===== src/rtl/led_pwm_ctrl_if.sv =====
// Signal bundle between the LED register block (master) and the PWM/blink driver (slave).
interface led_pwm_ctrl_if;
  logic [7:0] LED_IN;
  logic [7:0] DUTY;
  logic [7:0] BLINK_EN;
  logic [7:0] LED_OUT;
  logic       PERIOD_STROBE;

  modport master (
    output LED_IN,
    output DUTY,
    output BLINK_EN,
    input  LED_OUT,
    input  PERIOD_STROBE
  );

  modport slave (
    input  LED_IN,
    input  DUTY,
    input  BLINK_EN,
    output LED_OUT,
    output PERIOD_STROBE
  );
endinterface


===== src/rtl/led_pwm_ctrl.sv =====
// LED dimmer and blinker: 8-bit PWM with prescaled tick, period-aligned shadow registers
// and a slow blink phase. All outputs are registered.
module led_pwm_ctrl #(
  parameter int unsigned PRESCALE      = 16,
  parameter int unsigned BLINK_PERIODS = 64
) (
  input logic            PCLK,
  input logic            PRESETn,
  led_pwm_ctrl_if.slave  bus
);

  localparam logic [15:0] PreMax   = 16'(PRESCALE - 1);
  localparam logic [15:0] BlinkMax = 16'(BLINK_PERIODS - 1);

  logic [15:0] pre_cnt_q, pre_cnt_d;
  logic [7:0]  pwm_cnt_q, pwm_cnt_d;
  logic [15:0] blink_cnt_q, blink_cnt_d;
  logic        blink_phase_q, blink_phase_d;
  logic        first_load_q;
  logic [7:0]  led_sh_q, led_sh_d;
  logic [7:0]  duty_sh_q, duty_sh_d;
  logic [7:0]  blink_sh_q, blink_sh_d;
  logic [7:0]  led_out_q, led_out_d;
  logic        strobe_q;

  logic tick;
  logic pstart;
  logic load;
  logic pwm_on;

  assign tick   = (pre_cnt_q == PreMax);
  assign pstart = tick & (pwm_cnt_q == 8'hFF);
  // Shadows only move at period boundaries so a period is never cut mid-way.
  assign load   = pstart | first_load_q;
  assign pwm_on = (duty_sh_q == 8'hFF) | (pwm_cnt_q < duty_sh_q);

  always_comb begin
    pre_cnt_d     = tick ? 16'd0 : pre_cnt_q + 16'd1;
    pwm_cnt_d     = tick ? pwm_cnt_q + 8'd1 : pwm_cnt_q;
    blink_cnt_d   = blink_cnt_q;
    blink_phase_d = blink_phase_q;
    led_sh_d      = led_sh_q;
    duty_sh_d     = duty_sh_q;
    blink_sh_d    = blink_sh_q;

    if (pstart) begin
      if (blink_cnt_q == BlinkMax) begin
        blink_cnt_d   = 16'd0;
        blink_phase_d = ~blink_phase_q;
      end else begin
        blink_cnt_d = blink_cnt_q + 16'd1;
      end
    end

    if (load) begin
      led_sh_d   = bus.LED_IN;
      duty_sh_d  = bus.DUTY;
      blink_sh_d = bus.BLINK_EN;
    end

    led_out_d = led_sh_q & {8{pwm_on}} & (~blink_sh_q | {8{blink_phase_q}});
  end

  always_ff @(posedge PCLK or negedge PRESETn) begin
    if (!PRESETn) begin
      pre_cnt_q     <= 16'd0;
      pwm_cnt_q     <= 8'd0;
      blink_cnt_q   <= 16'd0;
      blink_phase_q <= 1'b1;
      first_load_q  <= 1'b1;
      led_sh_q      <= 8'd0;
      duty_sh_q     <= 8'd0;
      blink_sh_q    <= 8'd0;
      led_out_q     <= 8'd0;
      strobe_q      <= 1'b0;
    end else begin
      pre_cnt_q     <= pre_cnt_d;
      pwm_cnt_q     <= pwm_cnt_d;
      blink_cnt_q   <= blink_cnt_d;
      blink_phase_q <= blink_phase_d;
      first_load_q  <= 1'b0;
      led_sh_q      <= led_sh_d;
      duty_sh_q     <= duty_sh_d;
      blink_sh_q    <= blink_sh_d;
      led_out_q     <= led_out_d;
      strobe_q      <= pstart;
    end
  end

  assign bus.LED_OUT       = led_out_q;
  assign bus.PERIOD_STROBE = strobe_q;

endmodule

===== src/flat_wrapper.sv =====
// flat-port wrapper written by rule: the top's interface ports become plain ports
module led_pwm_ctrl_flat 
#(
  parameter int unsigned PRESCALE      = 16,
  parameter int unsigned BLINK_PERIODS = 64
)
  (PCLK, PRESETn, bus_LED_IN, bus_DUTY, bus_BLINK_EN, bus_LED_OUT, bus_PERIOD_STROBE);
  led_pwm_ctrl_if bus_i ();
  input logic PCLK;
  input logic PRESETn;
  input wire logic [$bits(bus_i.LED_IN)-1:0] bus_LED_IN;
  input wire logic [$bits(bus_i.DUTY)-1:0] bus_DUTY;
  input wire logic [$bits(bus_i.BLINK_EN)-1:0] bus_BLINK_EN;
  output wire logic [$bits(bus_i.LED_OUT)-1:0] bus_LED_OUT;
  output wire logic [$bits(bus_i.PERIOD_STROBE)-1:0] bus_PERIOD_STROBE;
  assign bus_i.LED_IN = bus_LED_IN;
  assign bus_i.DUTY = bus_DUTY;
  assign bus_i.BLINK_EN = bus_BLINK_EN;
  assign bus_LED_OUT = bus_i.LED_OUT;
  assign bus_PERIOD_STROBE = bus_i.PERIOD_STROBE;
  led_pwm_ctrl #(.PRESCALE(PRESCALE), .BLINK_PERIODS(BLINK_PERIODS)) u_core (.PCLK(PCLK), .PRESETn(PRESETn), .bus(bus_i));
endmodule

===== config.mk =====
export PLATFORM = sky130hd
export DESIGN_NAME = led_pwm_ctrl_flat
export DESIGN_NICKNAME = d
export VERILOG_FILES = /design/src/rtl/led_pwm_ctrl_if.sv /design/src/rtl/led_pwm_ctrl.sv /design/src/flat_wrapper.sv
export SDC_FILE = /design/constraint.sdc
export NUM_CORES = 1
export LEC_CHECK = 0
export ABC_AREA = 1
export BUFFER_PORTS_ARGS = -buffer_cell sky130_fd_sc_hd__buf_2
export CAP_MARGIN = 20
export CORE_MARGIN = 3
export CORE_UTILIZATION = 25
export CTS_CLUSTER_SIZE = 12
export DETAILED_ROUTE_END_ITERATION = 12
export HOLD_SLACK_MARGIN = 0.06
export PLACE_DENSITY = 0.44
export SLEW_MARGIN = 20
export SYNTH_ARGS = -nofsm -noshare
export SYNTH_HDL_FRONTEND = slang
export SYNTH_SLANG_ARGS = --single-unit

===== constraint.sdc =====
create_clock -name PCLK -period 1.7 [get_ports PCLK]
set_clock_uncertainty 0.15 [all_clocks]
set_input_delay 0.17 -clock PCLK [delete_from_list [all_inputs] [get_ports PCLK]]
set_output_delay 0.17 -clock PCLK [all_outputs]
set_load 0.01 [all_outputs]

=== Word-level counts from Yosys, hierarchy flattened ===
Index checks and enable logic that the tools add are counted.

* Output and inout port bits: 9
* Flip-flop bits (word level): 75

* Reduce and logical (&&, ||, !) cells: 1
* Equality and inequality tests: 4
* Add/subtract/negate cells: 3
* Bitwise logic cells: 8
* Muxes and demuxes: 2
* Order comparisons: 1

{| class="wikitable"
|+ Operators by type and width
! operator !! number
|-
| $add A16 B1 Y16 const B || 2
|-
| $mux W16 || 2
|-
| $and A8 B8 Y8 || 2
|-
| $eq A16 B4 Y1 const B || 1
|-
| $eq A16 B6 Y1 const B || 1
|-
| $eq A8 B8 Y1 const B || 2
|-
| $add A8 B1 Y8 const B || 1
|-
| $lt A8 B8 Y1 || 1
|-
| $not A8 Y8 || 1
|-
| $or A8 B8 Y8 || 1
|-
| $or A1 B1 Y1 || 2
|-
| $reduce_and A2 Y1 || 1
|-
| $and A1 B1 Y1 || 1
|-
| $not A1 Y1 || 1
|}

=== Longest topological paths before layout ===
Gate-level depths: netlist (run 1).

* Word-level depth: 4
* Depth in mapped cells: 10
* Mapped depth without buffers: 10

=== Worst setup path after synthesis (run 1) ===
Ideal clock, no wire load.

* Path kind: flip-flop to flip-flop
* Start: register u_core.pre_cnt_q[0]
* End: register u_core.led_sh_q[0]
* Slack: 113 ps
* Setup time: 116 ps
* Arrival: 1320 ps
* Clock period less this slack: 1587 ps
* Required time: 1434 ps
* Stages on the path, launching flop included: 11
* Path through: dfrtp_1 ha_1 nand2_1 inv_2 nand2_2 nor2_2 nand3_2 buf_6 buf_6 nand3_1 nand2_1

* Cells in the longest elaborated chain, start to end: 3

{| class="wikitable"
|+ Ends and longest elaborated chain
! what !! RTL line !! RTL
|-
| start, declared || led_pwm_ctrl.sv:15 || <nowiki>logic [15:0] pre_cnt_q, pre_cnt_d;</nowiki>
|-
| start signal, assigned || led_pwm_ctrl.sv:77 || <nowiki>pre_cnt_q <= pre_cnt_d;</nowiki>
|-
| $eq A16 B4 Y1 || led_pwm_ctrl.sv:31 || <nowiki>assign tick = (pre_cnt_q == PreMax);</nowiki>
|-
| $and A1 B1 Y1 || led_pwm_ctrl.sv:32 || <nowiki>assign pstart = tick & (pwm_cnt_q == 8'hFF);</nowiki>
|-
| $or A1 B1 Y1 || led_pwm_ctrl.sv:34 || <nowiki>assign load = pstart | first_load_q;</nowiki>
|-
| end signal, assigned || led_pwm_ctrl.sv:82 || <nowiki>led_sh_q <= led_sh_d;</nowiki>
|-
| end, declared || led_pwm_ctrl.sv:20 || <nowiki>logic [7:0] led_sh_q, led_sh_d;</nowiki>
|}

No other way between the ends.
A chain may end at the register's enable or synchronous reset.

=== Worst setup path in the final report (run 1) ===
* Start: register u_core.pwm_cnt_q[3]
* End: register u_core.led_out_q[0] (netlist: u_core.bus.LED_OUT[0])

* Cells in the longest elaborated chain, start to end: 4

{| class="wikitable"
|+ Ends and longest elaborated chain
! what !! RTL line !! RTL
|-
| start, declared || led_pwm_ctrl.sv:16 || <nowiki>logic [7:0] pwm_cnt_q, pwm_cnt_d;</nowiki>
|-
| start signal, assigned || led_pwm_ctrl.sv:78 || <nowiki>pwm_cnt_q <= pwm_cnt_d;</nowiki>
|-
| $lt A8 B8 Y1 || led_pwm_ctrl.sv:35 || <nowiki>assign pwm_on = (duty_sh_q == 8'hFF) | (pwm_cnt_q < duty_sh_q);</nowiki>
|-
| $or A1 B1 Y1 || led_pwm_ctrl.sv:35 ||
|-
| $and A8 B8 Y8 (2 in series) || led_pwm_ctrl.sv:61 || <nowiki>led_out_d = led_sh_q & {8{pwm_on}} & (~blink_sh_q | {8{blink_phase_q}});</nowiki>
|-
| named net u_core.led_out_d[0] || led_pwm_ctrl.sv:23 || <nowiki>logic [7:0] led_out_q, led_out_d;</nowiki>
|-
| end signal, assigned || led_pwm_ctrl.sv:85 || <nowiki>led_out_q <= led_out_d;</nowiki>
|-
| end, declared || led_pwm_ctrl.sv:23 ||
|}

The timed path passes the listed nets, and every way through them passes these cells.

==> results of run 1 <==
-- layout make-up --
cell class	instances	area (µm²)
inverters	52	195.2
clock inverters	5	85.08
fillers	1505	9560
multi-input cells	349	1843
clock buffers	11	242.7
flip-flops and latches	75	1881
well taps	184	230.2
repair buffers	99	772.0
-- repair_timing --
item / in CTS / in global routing
gates resized for setup: 7 / 36
pin swaps: 2 / 11
setup endpoints to repair: 23 / 53
hold buffers: 25 / 0
buffers inserted: 1 / 2
gates cloned: 1 / 0
hold endpoints to repair: 98 / 0
-- worst max-delay path, delay by kind of cell (launching register included) --
family | cells | cell delay, ns
flip-flops | 1 | 0.40
buffers and inverters | 1 | 0.15
adder cells (fa/ha/maj) | 1 | 0.28
AND/OR/NAND/NOR | 3 | 0.26
AO/OA/AOI/OAI | 2 | 0.30
-- report_power, final --
group          internal (W)  switching [W]
Clock               0.00133       0.000797
Sequential          0.00186      0.0000374
Combinational      0.000141       0.000162
Total               0.00333       0.000997
-- logic make-up (layout without fill, tap and decap cells) --
group / count (synthesis) / in the layout
adder cells (fa/ha/maj): 10 / 10
XOR/XNOR: 23 / 23
AO/OA/AOI/OAI: 20 / 20
flip-flops: 75 / 75
other: 1 / 1
AND/OR/NAND/NOR: 294 / 295
buffers and inverters: 62 / 167
-- cells in the final DEF, fill, tap and decap left out, types with 3 or more instances in the layout --
master	netlist	routed
a21oi_1	10	5
a21oi_2	0	5
buf_12	0	3
buf_2	0	33
buf_4	2	35
buf_6	6	3
clkbuf_16	0	9
dfrtp_1	73	72
dlygate4sd3_1	0	25
ha_1	10	7
inv_1	47	46
inv_2	4	5
nand2_1	168	164
nand2_2	3	4
nand2_4	0	3
nand3_1	50	47
nand4_1	7	7
nor2_1	46	40
nor2_2	2	3
nor2_4	1	7
nor3_1	10	8
o21ai_0	3	3
o21ai_1	4	4
xor2_1	21	21
-- path summary, 6_finish.rpt --
| check | from | endpoint | slack [ns] |
|---|---|---|---|
| setup / recovery | u_core.pwm_cnt_q[3] | u_core.bus.LED_OUT[0] | 0.08 |
| hold / removal | PRESETn | u_core.pwm_cnt_q[3] | 0.12 |
| setup reg to reg | u_core.pwm_cnt_q[3] | u_core.bus.LED_OUT[0] | 0.08 |
| hold reg to reg | u_core.blink_phase_q | u_core.blink_phase_q | 0.32 |
| max in group asynchronous | PRESETn | u_core.first_load_q | 0.66 |
| min in group PCLK | u_core.blink_phase_q | u_core.blink_phase_q | 0.32 |
-- synthesized netlist by cell type, drive strengths merged (2+ instances only) --
cell      n
dfstp     2
xor2     21
a21oi    10
ha       10
inv      51
nand3b    2
dfrtp    73
xnor2     2
nand3    51
o21ai     9
nor3     11
nand4     7
buf      10
nand2   171
nor2     49
-- metrics by stage --
stage          setup TNS [ns]  setup WS, ns
3_5_place_dp          -0.6965      -0.08116
5_1_grt               -0.2759      -0.03558
6_report                    0       0.08193
2_1_floorplan               0        0.1131
4_1_cts                     0      0.002102
3_3_place_gp          -0.3887      -0.05319
-- layer usage --
layer / part of all wire / global-route usage
met4: 0.020 / 0.04951
met5: 0 / 0
met3: 0.036 / 0.03602
met1: 0.50 / 0.1641
met2: 0.44 / 0.1847
-- state kept, by name, summed over array words and instances, names as in the netlist --
signal	flops
u_core.duty_sh_q	8
u_core.first_load_q	1
u_core.bus.LED_OUT	8
u_core.blink_phase_q	1
u_core.blink_cnt_q	16
u_core.pre_cnt_q	16
u_core.blink_sh_q	8
u_core.led_sh_q	8
u_core.bus.PERIOD_STROBE	1
u_core.pwm_cnt_q	8
==> results.md, run 1 <==
* Post-synthesis xor/xnor area fraction at 0.05234
* CTS tree: built
* Remaining DRCs at 0
* Worst reg-to-reg path cell count at 7
* Dominant cell type by area after synthesis: dfrtp_1
* Input/output buffers at 34
* Worst EP arrival at 1.73 ns
* Hold Slack at 0.1243 ns
* Top FF cell, synth: dfrtp_1
* Simple-gate share of the synthesized area at 0.3231
* Layout cells sized above 1 at 0.2234
* Static leakage at 2.714 nW
* Maximum clock path buffer count at 2
* CTS Buf Count at 9
* Fmax at 618.0 MHz
* Synth Area in Compound Gates at 0.02861
* Post-synthesis cell count at around 490
* Final setup vio count at 0
* Yosys reg bits at 75
* Vias in the first global route at 3350
* Pins Over Slew Limit at 0
* Antenna diodes at 0
* Post-route ant nets at 0
* Largest net degree at the start of global routing at 33
* Global route overflow at 0
* Gpl congestion at 0.8328
* Min Tclk post-route at roughly 1.6 ns
* CP Launch Type: register
* Via count at roughly 3300
* Via density per instance at ~4.3
* Post-Layout Cell Count at 775
* Initial antenna violation count at 0
* Number of synthesis warnings at 0
* Crit-path max cell delay at 0.40 ns
* Adder and majority cell fraction of the synthesized area at 0.03251
* Post-synthesis sequential area ratio at 0.4883
* Iter 0 DRT Violations at between 150 and 200
* H-tree Lvls at 3
* First-pass GRT wire length at ~16000 µm
* Status: complete, no violations
* Post-Syn Area per Cell at 7.935 µm²
* Worst-path clk slew at around 0.06 ns
* Die Y at 130.1 µm
* Initial core utilization at 0.2599
* Power Total at 0.004329 W
* Pwr/cell area at 824.7 nW/µm²
* Post-synth cell types at 31
* Cell mode on critical path: a21oi_1
* Crit path max-delay cell type: dfrtp_1
* CORE AREA at 14810 µm²
* Synth top area cells: dfrtp_1, nand2_1, nand3_1, xor2_1, inv_1
* Die area at 16920 µm²
* Post-synthesis mux area share at 0
* Inst Count DP at 730
* FFs w/ async S/R, synth at 1.000
* Largest family of logic cells by synthesized area: simple AND/OR/NAND/NOR gates
* Post-DP HPWL at 6440 µm
* Wire per inst at 12.17 µm
* Crit path max fanout at 8
* Clk sink count at 75
* Total Wirelength at roughly 9400 µm
* DP Area at around 4500 µm²
* Syn_nets at 521
* # IOs at 35
* Mapped Area at 3849 µm²
* Endpoints failing hold at 0
* Drt pass-1 iters at 4
* Hold crit path type: in2async
* Max-cap violations at 0
* Cell area after layout at about 5200 µm²
* Critical path type: reg2reg
* NumNets Final at 622
* Worst skew pair latency at between 0.3 and 0.4 ns
* Crit path cell chain: buf_4 > ha_1 > a21oi_1 > nand2_1 > nand2_2 > nand2_4 > a21oi_1
* Required time worst endpoint at 1.82 ns
* EDFF count, synth at 0
* Die W at between 100 and 150 µm
* CP Capture Type: register
* Crit share post-route at 0.9518
* Top-area cell type share of the netlist area at 0.4746
* Unrepaired setup endpoints after global routing: true
* Peak supply drop at 0.5963 mV
* FP Rows at 44
* Tot GR Track Use at 0.1222
* Root Buffer: clkbuf_16
* Synth-to-layout area growth at 36.38%
* Final design utilization at 0.3544
Note: power is estimated with default switching activity, not from simulation.
==> run 2: changes to the inputs <==
--- a/config.mk
+++ b/config.mk
@@ -10,10 +10,10 @@
 export CAP_MARGIN = 20
 export CORE_MARGIN = 3
 export CORE_UTILIZATION = 25
+export CTS_BUF_LIST = sky130_fd_sc_hd__clkbuf_2
 export CTS_CLUSTER_SIZE = 12
 export DETAILED_ROUTE_END_ITERATION = 12
 export HOLD_SLACK_MARGIN = 0.06
-export PLACE_DENSITY = 0.44
 export SLEW_MARGIN = 20
 export SYNTH_ARGS = -nofsm -noshare
 export SYNTH_HDL_FRONTEND = slang
==> run 2 against run 1 <==
Against the previous run:
- cell area fell by 2.8%
- count of clock-buffer cells in the layout fell by 1
- register-to-register slack got worse by 0.04 ns
- worst setup slack got worse by 0.039 ns
- wire length fell by 3.6%
- combinational power rose by 5%
- non-clock buffer count rose by 4
- critical path depth fell by 1
- critical path type unchanged
==> results.md, run 2 (synthesis gave the netlist of run 1 again) <==
* Status: complete, no violations
* Unrepaired setup endpoints after global routing: true
* CP Launch Type: register
* CTS Buf Count at 9 (unchanged)
* Cell area after layout at 5104 µm² (-2.8%)
* Multi-input logic area at 1893 µm² (+2.7%)
* Wire per inst at 11.67 µm (-4.1%)
* Remaining DRCs at 0 (unchanged)
* # IOs at 35 (unchanged)
* Total Wirelength at 9092 µm (-3.6%)
* Setup crit start: u_core.pwm_cnt_q[7]
* Layout fillers at 1490 (-1.0%)
* Root Buffer: clkbuf_2
* Via count at 3380 (+1.1%)
* Die W at 130.1 µm (unchanged)
* First-pass GRT wire length at 15170 µm (-6.4%)
* Hold Path Origin: bus_BLINK_EN[7]
* Worst reg-to-reg path cell count at 6 (-1)
* FP Rows at 44 (unchanged)
* Maximum clock path buffer count at 2 (unchanged)
* Global route overflow at 0 (unchanged)
* Initial core utilization at 0.2599 (unchanged)
* Worst-path clk slew at 0.21 ns (+0.15 ns)
* Crit path to: u_core.bus.LED_OUT[2]
* Top flop regs: u_core.blink_cnt_q: 16 flops, u_core.pre_cnt_q: 16 flops
* CORE AREA at 14810 µm² (unchanged)
* Critical path type: reg2reg
* Crit path max fanout at 8 (unchanged)
* Vias in the first global route at 3219 (-3.9%)
* Post-DP HPWL at 6095 µm (-5.4%)
* Endpoints failing hold at 0 (unchanged)
* Tot GR Track Use at 0.1119 (-0.01033)
* DP Area at 4434 µm² (-0.67%)
* Post-route ant nets at 0 (unchanged)
* R2r setup slk at 0.04 ns (-0.04 ns)
* NumNets Final at 626 (+0.64%)
* Post-Layout Cell Count at 779 (+0.52%)
* Most frequent cells in the layout: nand2_1, dfrtp_1, inv_1
* Inst Count DP at 726 (-0.55%)
* Pins Over Slew Limit at 0 (unchanged)
* Largest net degree at the start of global routing at 35 (+6.1%)
* Die area at 16920 µm² (unchanged)
* Die Y at 130.1 µm (unchanged)
* FF-to-FF End: u_core.bus.LED_OUT[2]
* Clk sink count at 75 (unchanged)
* Power Total at 0.003075 W (-29%)
* Required time worst endpoint at 2.04 ns (+0.22 ns)
* Iter 0 DRT Violations at 211 (+34%)
* Pwr/cell area at 602.5 nW/µm² (-27%)
* Crit path cell chain: ha_1 > nand2_1 > nor2_1 > nor3_2 > nand2_4 > a21oi_2
* CTS tree: built
* Peak supply drop at 0.3758 mV (-37%)
* Gpl congestion at 0.8458 (+1.6%)
* Crit-path max cell delay at 0.47 ns (+0.07 ns)
* CP Capture Type: register
* Static leakage at 2.637 nW (-2.8%)
* Worst skew pair latency at 0.55 ns (+0.20 ns)
* Initial antenna violation count at 0 (unchanged)
* Worst EP arrival at 1.99 ns (+0.26 ns)
* Synth-to-layout area growth at 32.61%
* Crit share post-route at 0.9750 (+0.02317)
* Antenna diodes at 0 (unchanged)
* Register Area at 1881 µm² (unchanged)
* Tightest Pin Transition at 0.7466 ns
* Rel. slew slack at 0.5006
* Final setup vio count at 0 (unchanged)
* Crit Reg-Reg Startpoint: u_core.pwm_cnt_q[7]
* Crit path max-delay cell type: dfrtp_1
* Min Tclk post-route at 1.657 ns (+0.03939 ns)
* Layout cells sized above 1 at 0.2521 (+0.02875)
* Max-cap violations at 0 (unchanged)
* H-tree Lvls at 3 (unchanged)
* Hold crit path type: in2reg
* Drt pass-1 iters at 5 (+1)
* Input/output buffers at 34 (unchanged)
* Most common cell after layout, fill and taps aside: nand2_1
* Fmax at 603.3 MHz (-2.4%)
* Via density per instance at 4.339 (+0.62%)
-- run 2: cell types whose count changed in the layout (fill, tap and decap cells not counted), moves of 2 or more --
cell	before	now
clkbuf_2	0	10
clkbuf_16	9	0
nand2_1	164	158
nand2_2	4	10
nand3_2	2	7
a21oi_1	5	1
a21oi_2	5	9
nand3_1	47	43
bufinv_16	2	0
clkinv_1	1	3
dlygate4sd3_1	25	27
nor2_2	3	5
nor2_4	7	5
-- run 2: layout make-up --
type                       count  area share
sequential                    75      0.3685
tap                          184     0.04511
inverter                      52     0.03824
clock buffer                  10    0.009806
timing repair buffer         103      0.1596
multi-input combinational    349      0.3709
clock inverter                 6    0.007845
-- run 2: through the flow --
step	worst slack (ns)	setup TNS, ns	hold slack (ns)	utilization
after CTS	0.002446	0	0.1430	0.3282
final	0.04254	0	0.1760	0.3446
after global placement	-0.007725	-0.02174	-0.06995	0.2994
after floorplan	0.1131	0	-0.2756	-
after detailed placement	-0.04458	-0.4834	-0.07356	0.2994
after global routing	-0.06249	-0.9063	0.1234	0.3446
-- run 2: power by group --
group          internal, W  switching (W)
sequential         0.00186      0.0000401
combinational     0.000152       0.000167
clock             0.000198       0.000661
-- run 2: how the worst min path moves through the flow --
stage | endpoint | slack, ns | cells past startpoint
floorplan | u_core.blink_cnt_q[0] | -0.28 | 0
CTS | u_core.blink_sh_q[7] | 0.14 | 4
global placement | u_core.pre_cnt_q[6] | -0.07 | 1
global route | u_core.blink_sh_q[7] | 0.12 | 4
finish | u_core.blink_sh_q[7] | 0.18 | 4
detailed placement | u_core.pre_cnt_q[7] | -0.07 | 1
-- run 2: worst max-delay path, delay by kind of cell, from the launching register on --
kind,cells,cell delay (ns)
AOI/OAI and AO/OA,1,0.15
adders and majority gates,1,0.30
DFF,1,0.47
and+or+nand+nor,4,0.52
-- run 2: what timing repair did --
action	in CTS	in global routing
pin swaps	1	14
gates cloned	1	0
gates resized for setup	10	50
buffers inserted	2	7
hold endpoints to repair	99	0
hold buffers	27	0
setup endpoints to repair	37	59
-- run 2: metal layers --
layer	wire length, µm	track usage	part of all wire
met1	4365	0.1518	0.48
met2	4276	0.1750	0.47
met3	386	0.03438	0.042
met4	63	0.02751	0.0069
met5	0	0	0
==> run 3: changes to the inputs <==
--- a/config.mk
+++ b/config.mk
@@ -5,7 +5,6 @@
 export SDC_FILE = /design/constraint.sdc
 export NUM_CORES = 1
 export LEC_CHECK = 0
-export ABC_AREA = 1
 export BUFFER_PORTS_ARGS = -buffer_cell sky130_fd_sc_hd__buf_2
 export CAP_MARGIN = 20
 export CORE_MARGIN = 3
==> run 3 against run 2 <==
Against the previous run:
- the run now ends with negative setup slack left
- first-iteration DRC count is 55% lower
- non-clock buffer count increased by 18
- combinational power is 19% higher
- wire length shrank 20%
- clock power is 33% higher
- utilization grew 2.1 points
- global-route usage fell by 0.98 points
- count of clock-buffer cells in the layout stayed put
- critical path depth is 1 higher
- cell count is 24% lower
- largest cell class is now registers
- highest routed layer unchanged
==> results.md, run 3 <==
* Status: complete, but fails checks
* Failing checks: negative setup slack
* Sw Ratio at 0.2435 (-0.03881)
* Mapped Area at 3418 µm² (-11%)
* Worst-path clk slew at 0.23 ns (+0.02 ns)
* DP Area at 4180 µm² (-5.7%)
* Adder and majority cell fraction of the synthesized area at 0.03660 (+0.004093)
* Hold crit path type: in2async
* Clk sink count at 75 (unchanged)
* Syn_nets at 317 (-39%)
* Die Y at 122.9 µm (-5.5%)
* Drt pass-1 iters at 4 (-1)
* Max-cap violations at 0 (unchanged)
* Top-area cell type share of the netlist area at 0.5344 (+0.05976)
* CTS Buf Count at 9 (unchanged)
* CTS tree: built
* Combinational fraction of design power at 0.111 (+0.007)
* Remaining DRCs at 0 (unchanged)
* Via density per instance at 4.179 (-3.7%)
* Most common cell in the synthesized netlist: dfrtp_1
* Required time worst endpoint at 1.97 ns (-0.07 ns)
* Final setup vio count at 58 (+58)
* Number of synthesis warnings at 0 (unchanged)
* Input/output buffers at 34 (unchanged)
* Wire per inst at 12.27 µm (+5.2%)
* Rel. slew slack at 0.6344 (+0.1338)
* Top FF cell, synth: dfrtp_1
* Post-DP HPWL at 4804 µm (-21%)
* Int Pwr at 0.002593 W (+18%)
* FP Rows at 42 (-4.5%)
* Post-Syn Area per Cell at 12.16 µm² (+53%)
* Layout cells sized above 1 at 0.4130 (+0.1609)
* H-tree Lvls at 3 (unchanged)
* Endpoints failing hold at 0 (unchanged)
* Largest family of logic cells by synthesized area: simple AND/OR/NAND/NOR gates
* Clk pwr share at 0.331 (+0.052)
* Worst EP arrival at 2.31 ns (+0.32 ns)
* Crit path max fanout at 8 (unchanged)
* Critical path type: reg2reg
* CP Launch Type: register
* NumNets Final at 445 (-29%)
* Switching pwr at 0.0008349 W (-3.8%)
* Global route overflow at 0 (unchanged)
* EDFF count, synth at 0 (unchanged)
* Root Buffer: clkbuf_2
* Hold Slack at 0.09608 ns (-0.07994 ns)
* Crit share post-route at 1.202 (+0.2273)
* Synth top area cells: dfrtp_1, mux2_4, xnor2_1, ha_1, and3_1
* Tightest Pin Transition at 0.5484 ns (-0.1982 ns)
* Post-synthesis sequential area ratio at 0.5498 (+0.06148)
* Gpl congestion at 0.7789 (-7.9%)
* Dominant cell type by area after synthesis: dfrtp_1
* # IOs at 35 (unchanged)
* Post-synth cell types at 36 (+16%)
* Yosys reg bits at 75 (unchanged)
* Cell area after layout at 4863 µm² (-4.7%)
* Sequential group share of total power at 0.557 (-0.060)
* Static leakage at 2.306 nW (-13%)
* Die W at 122.9 µm (-5.5%)
* Post-synthesis mux area share at 0.1105 (+0.1105)
* Post-synthesis xor/xnor area fraction at 0.07430 (+0.02196)
* Crit-path max cell delay at 0.43 ns (-0.04 ns)
* Fmax at 489.3 MHz (-19%)
* Synth Area in Compound Gates at 0.02635 (-0.002254)
* Most frequent cells after synthesis: dfrtp_1, nand2_1, xnor2_1
* Initial core utilization at 0.2571 (-0.002780)
* CORE AREA at 13300 µm² (-10%)
* Maximum clock path buffer count at 2 (unchanged)
* Worst skew pair latency at 0.49 ns (-0.06 ns)
* Synth-to-layout area growth at 42.28%
* Total Wirelength at 7254 µm (-20%)
* First-pass GRT wire length at 11950 µm (-21%)
* Iter 0 DRT Violations at 96 (-55%)
* Most frequent cells in the layout: dfrtp_1, buf_4, buf_2
* Unrepaired setup endpoints after global routing: true
* Worst Path Buf+Inv at 2 (+2)
* Crit path cell chain: nor4_2 > nand3_1 > or3_4 > clkinv_4 > nor2_4 > buf_12 > mux2_4
* Pins Over Slew Limit at 0 (unchanged)
* Largest net degree at the start of global routing at 45 (+29%)
* FFs w/ async S/R, synth at 1.000 (unchanged)
* Critical path's top delay family: simple AND/OR/NAND/NOR gates
* Initial antenna violation count at 1 (+1)
* Via count at 2470 (-27%)
* Pwr/cell area at 704.9 nW/µm² (+17%)
* CP Capture Type: register
* Tot GR Track Use at 0.1021 (-0.009808)
* Vias in the first global route at 2527 (-21%)
* Post-synthesis cell count at 281 (-42%)
* Peak supply drop at 0.3016 mV (-20%)
* Post-route ant nets at 0 (unchanged)
* Crit path max-delay cell type: dfrtp_1
* Die area at 15110 µm² (-11%)
* Top flop regs: u_core.blink_cnt_q: 16 flops, u_core.pre_cnt_q: 16 flops
* Min Tclk post-route at 2.044 ns (+0.3864 ns)
* Simple-gate share of the synthesized area at 0.1746 (-0.1485)
* Post-route setup slack at -0.3439 ns (-0.3864 ns)
* Most common cell after layout, fill and taps aside: dfrtp_1
[run 3: cell count changes after synthesis, moves of 7 or more]
cell,previous run,this run
nand2_1,168,23
inv_1,47,9
nand3_1,50,14
nor2_1,46,12
mux2_4,0,20
xnor2_1,2,22
and3_1,0,16
xor2_1,21,7
nand2b_1,0,10
nor3_1,10,1
nand4_1,7,14
[run 3: worst reg2reg max path: cells and delay by family (launching register included)]
family	cells	cell delay (ns)
buffers and inverters	2	0.23
DFF	1	0.43
muxes	1	0.29
and+or+nand+nor	4	0.86
[run 3: cell families after synthesis]
group | Yosys count
buf+inv | 15
compound gates | 16
flops | 75
mux | 27
simple gates | 108
xor+xnor | 29
other cells | 1
fa+ha+maj | 10
[run 3: power groups by stage]
stage,Combinational [W],Clock (W),Sequential (W)
4_1_cts,0.000374,0.00118,0.00191
6_report,0.000381,0.00114,0.00191
3_3_place_gp,0.000270,0,0.00194
2_1_floorplan,0.000152,0,0.00194
3_5_place_dp,0.000279,0,0.00194
5_1_grt,0.000415,0.00124,0.00192
[run 3: layout make-up]
type	instances	area (µm²)
timing repair buffer	121	939.7
tap	176	220.2
fill	1288	8432
sequential	75	1879
antenna	1	2.502
inverter	10	42.54
multi-input combinational	192	1640
clock inverter	6	88.84
clock buffer	10	50.05
[run 3: worst paths after layout]
check | startpoint | end | slack [ns] | depth (start not counted)
worst max-delay path | u_core.pre_cnt_q[12] | u_core.blink_sh_q[3] | -0.34 | 7
worst min-delay path | PRESETn | u_core.bus.LED_OUT[7] | 0.1 | 3
worst max register to register | u_core.pre_cnt_q[12] | u_core.blink_sh_q[3] | -0.34 | 7
worst min register to register | u_core.blink_cnt_q[15] | u_core.blink_cnt_q[15] | 0.35 | 1
max in group asynchronous | PRESETn | u_core.pre_cnt_q[0] | 0.48 | 4
min in group PCLK | bus_LED_IN[5] | u_core.led_sh_q[5] | 0.24 | 3
[run 3: timing repair]
action | 4_1_cts | 5_1_grt
hold endpoints to repair | 99 | 0
setup endpoints to repair | 62 | 63
resized for setup | 23 | 12
buffers inserted | 5 | 5
hold buffers | 26 | 0
pin swaps | 10 | 3
cloned | 1 | 0
[run 3: metal layers]
| layer | track usage | share of wire | up-vias | routed length, µm |
|---|---|---|---|---|
| met2 | 0.1667 | 0.49 | 40 | 3546 |
| met4 | 0.04759 | 0.022 | 0 | 157 |
| met3 | 0.02242 | 0.034 | 12 | 245 |
| met1 | 0.1290 | 0.46 | 1182 | 3305 |
| li1 | - | - | 1236 | - |
| met5 | 0 | 0 | - | 0 |
[run 3: through the flow]
stage                       util  std cells  TNS, ns  setup WS (ns)  power [W]
after detailed placement  0.3144        539   -24.44        -0.7875   0.002218
after floorplan                -        281   -12.76        -0.4070   0.002089
after CTS                 0.3606        587   -13.59        -0.3506   0.003470
final                     0.3658        591   -12.07        -0.3439   0.003428
after global placement    0.3144        539   -22.58        -0.7194   0.002206
after global routing      0.3658        591   -16.20        -0.3996   0.003579
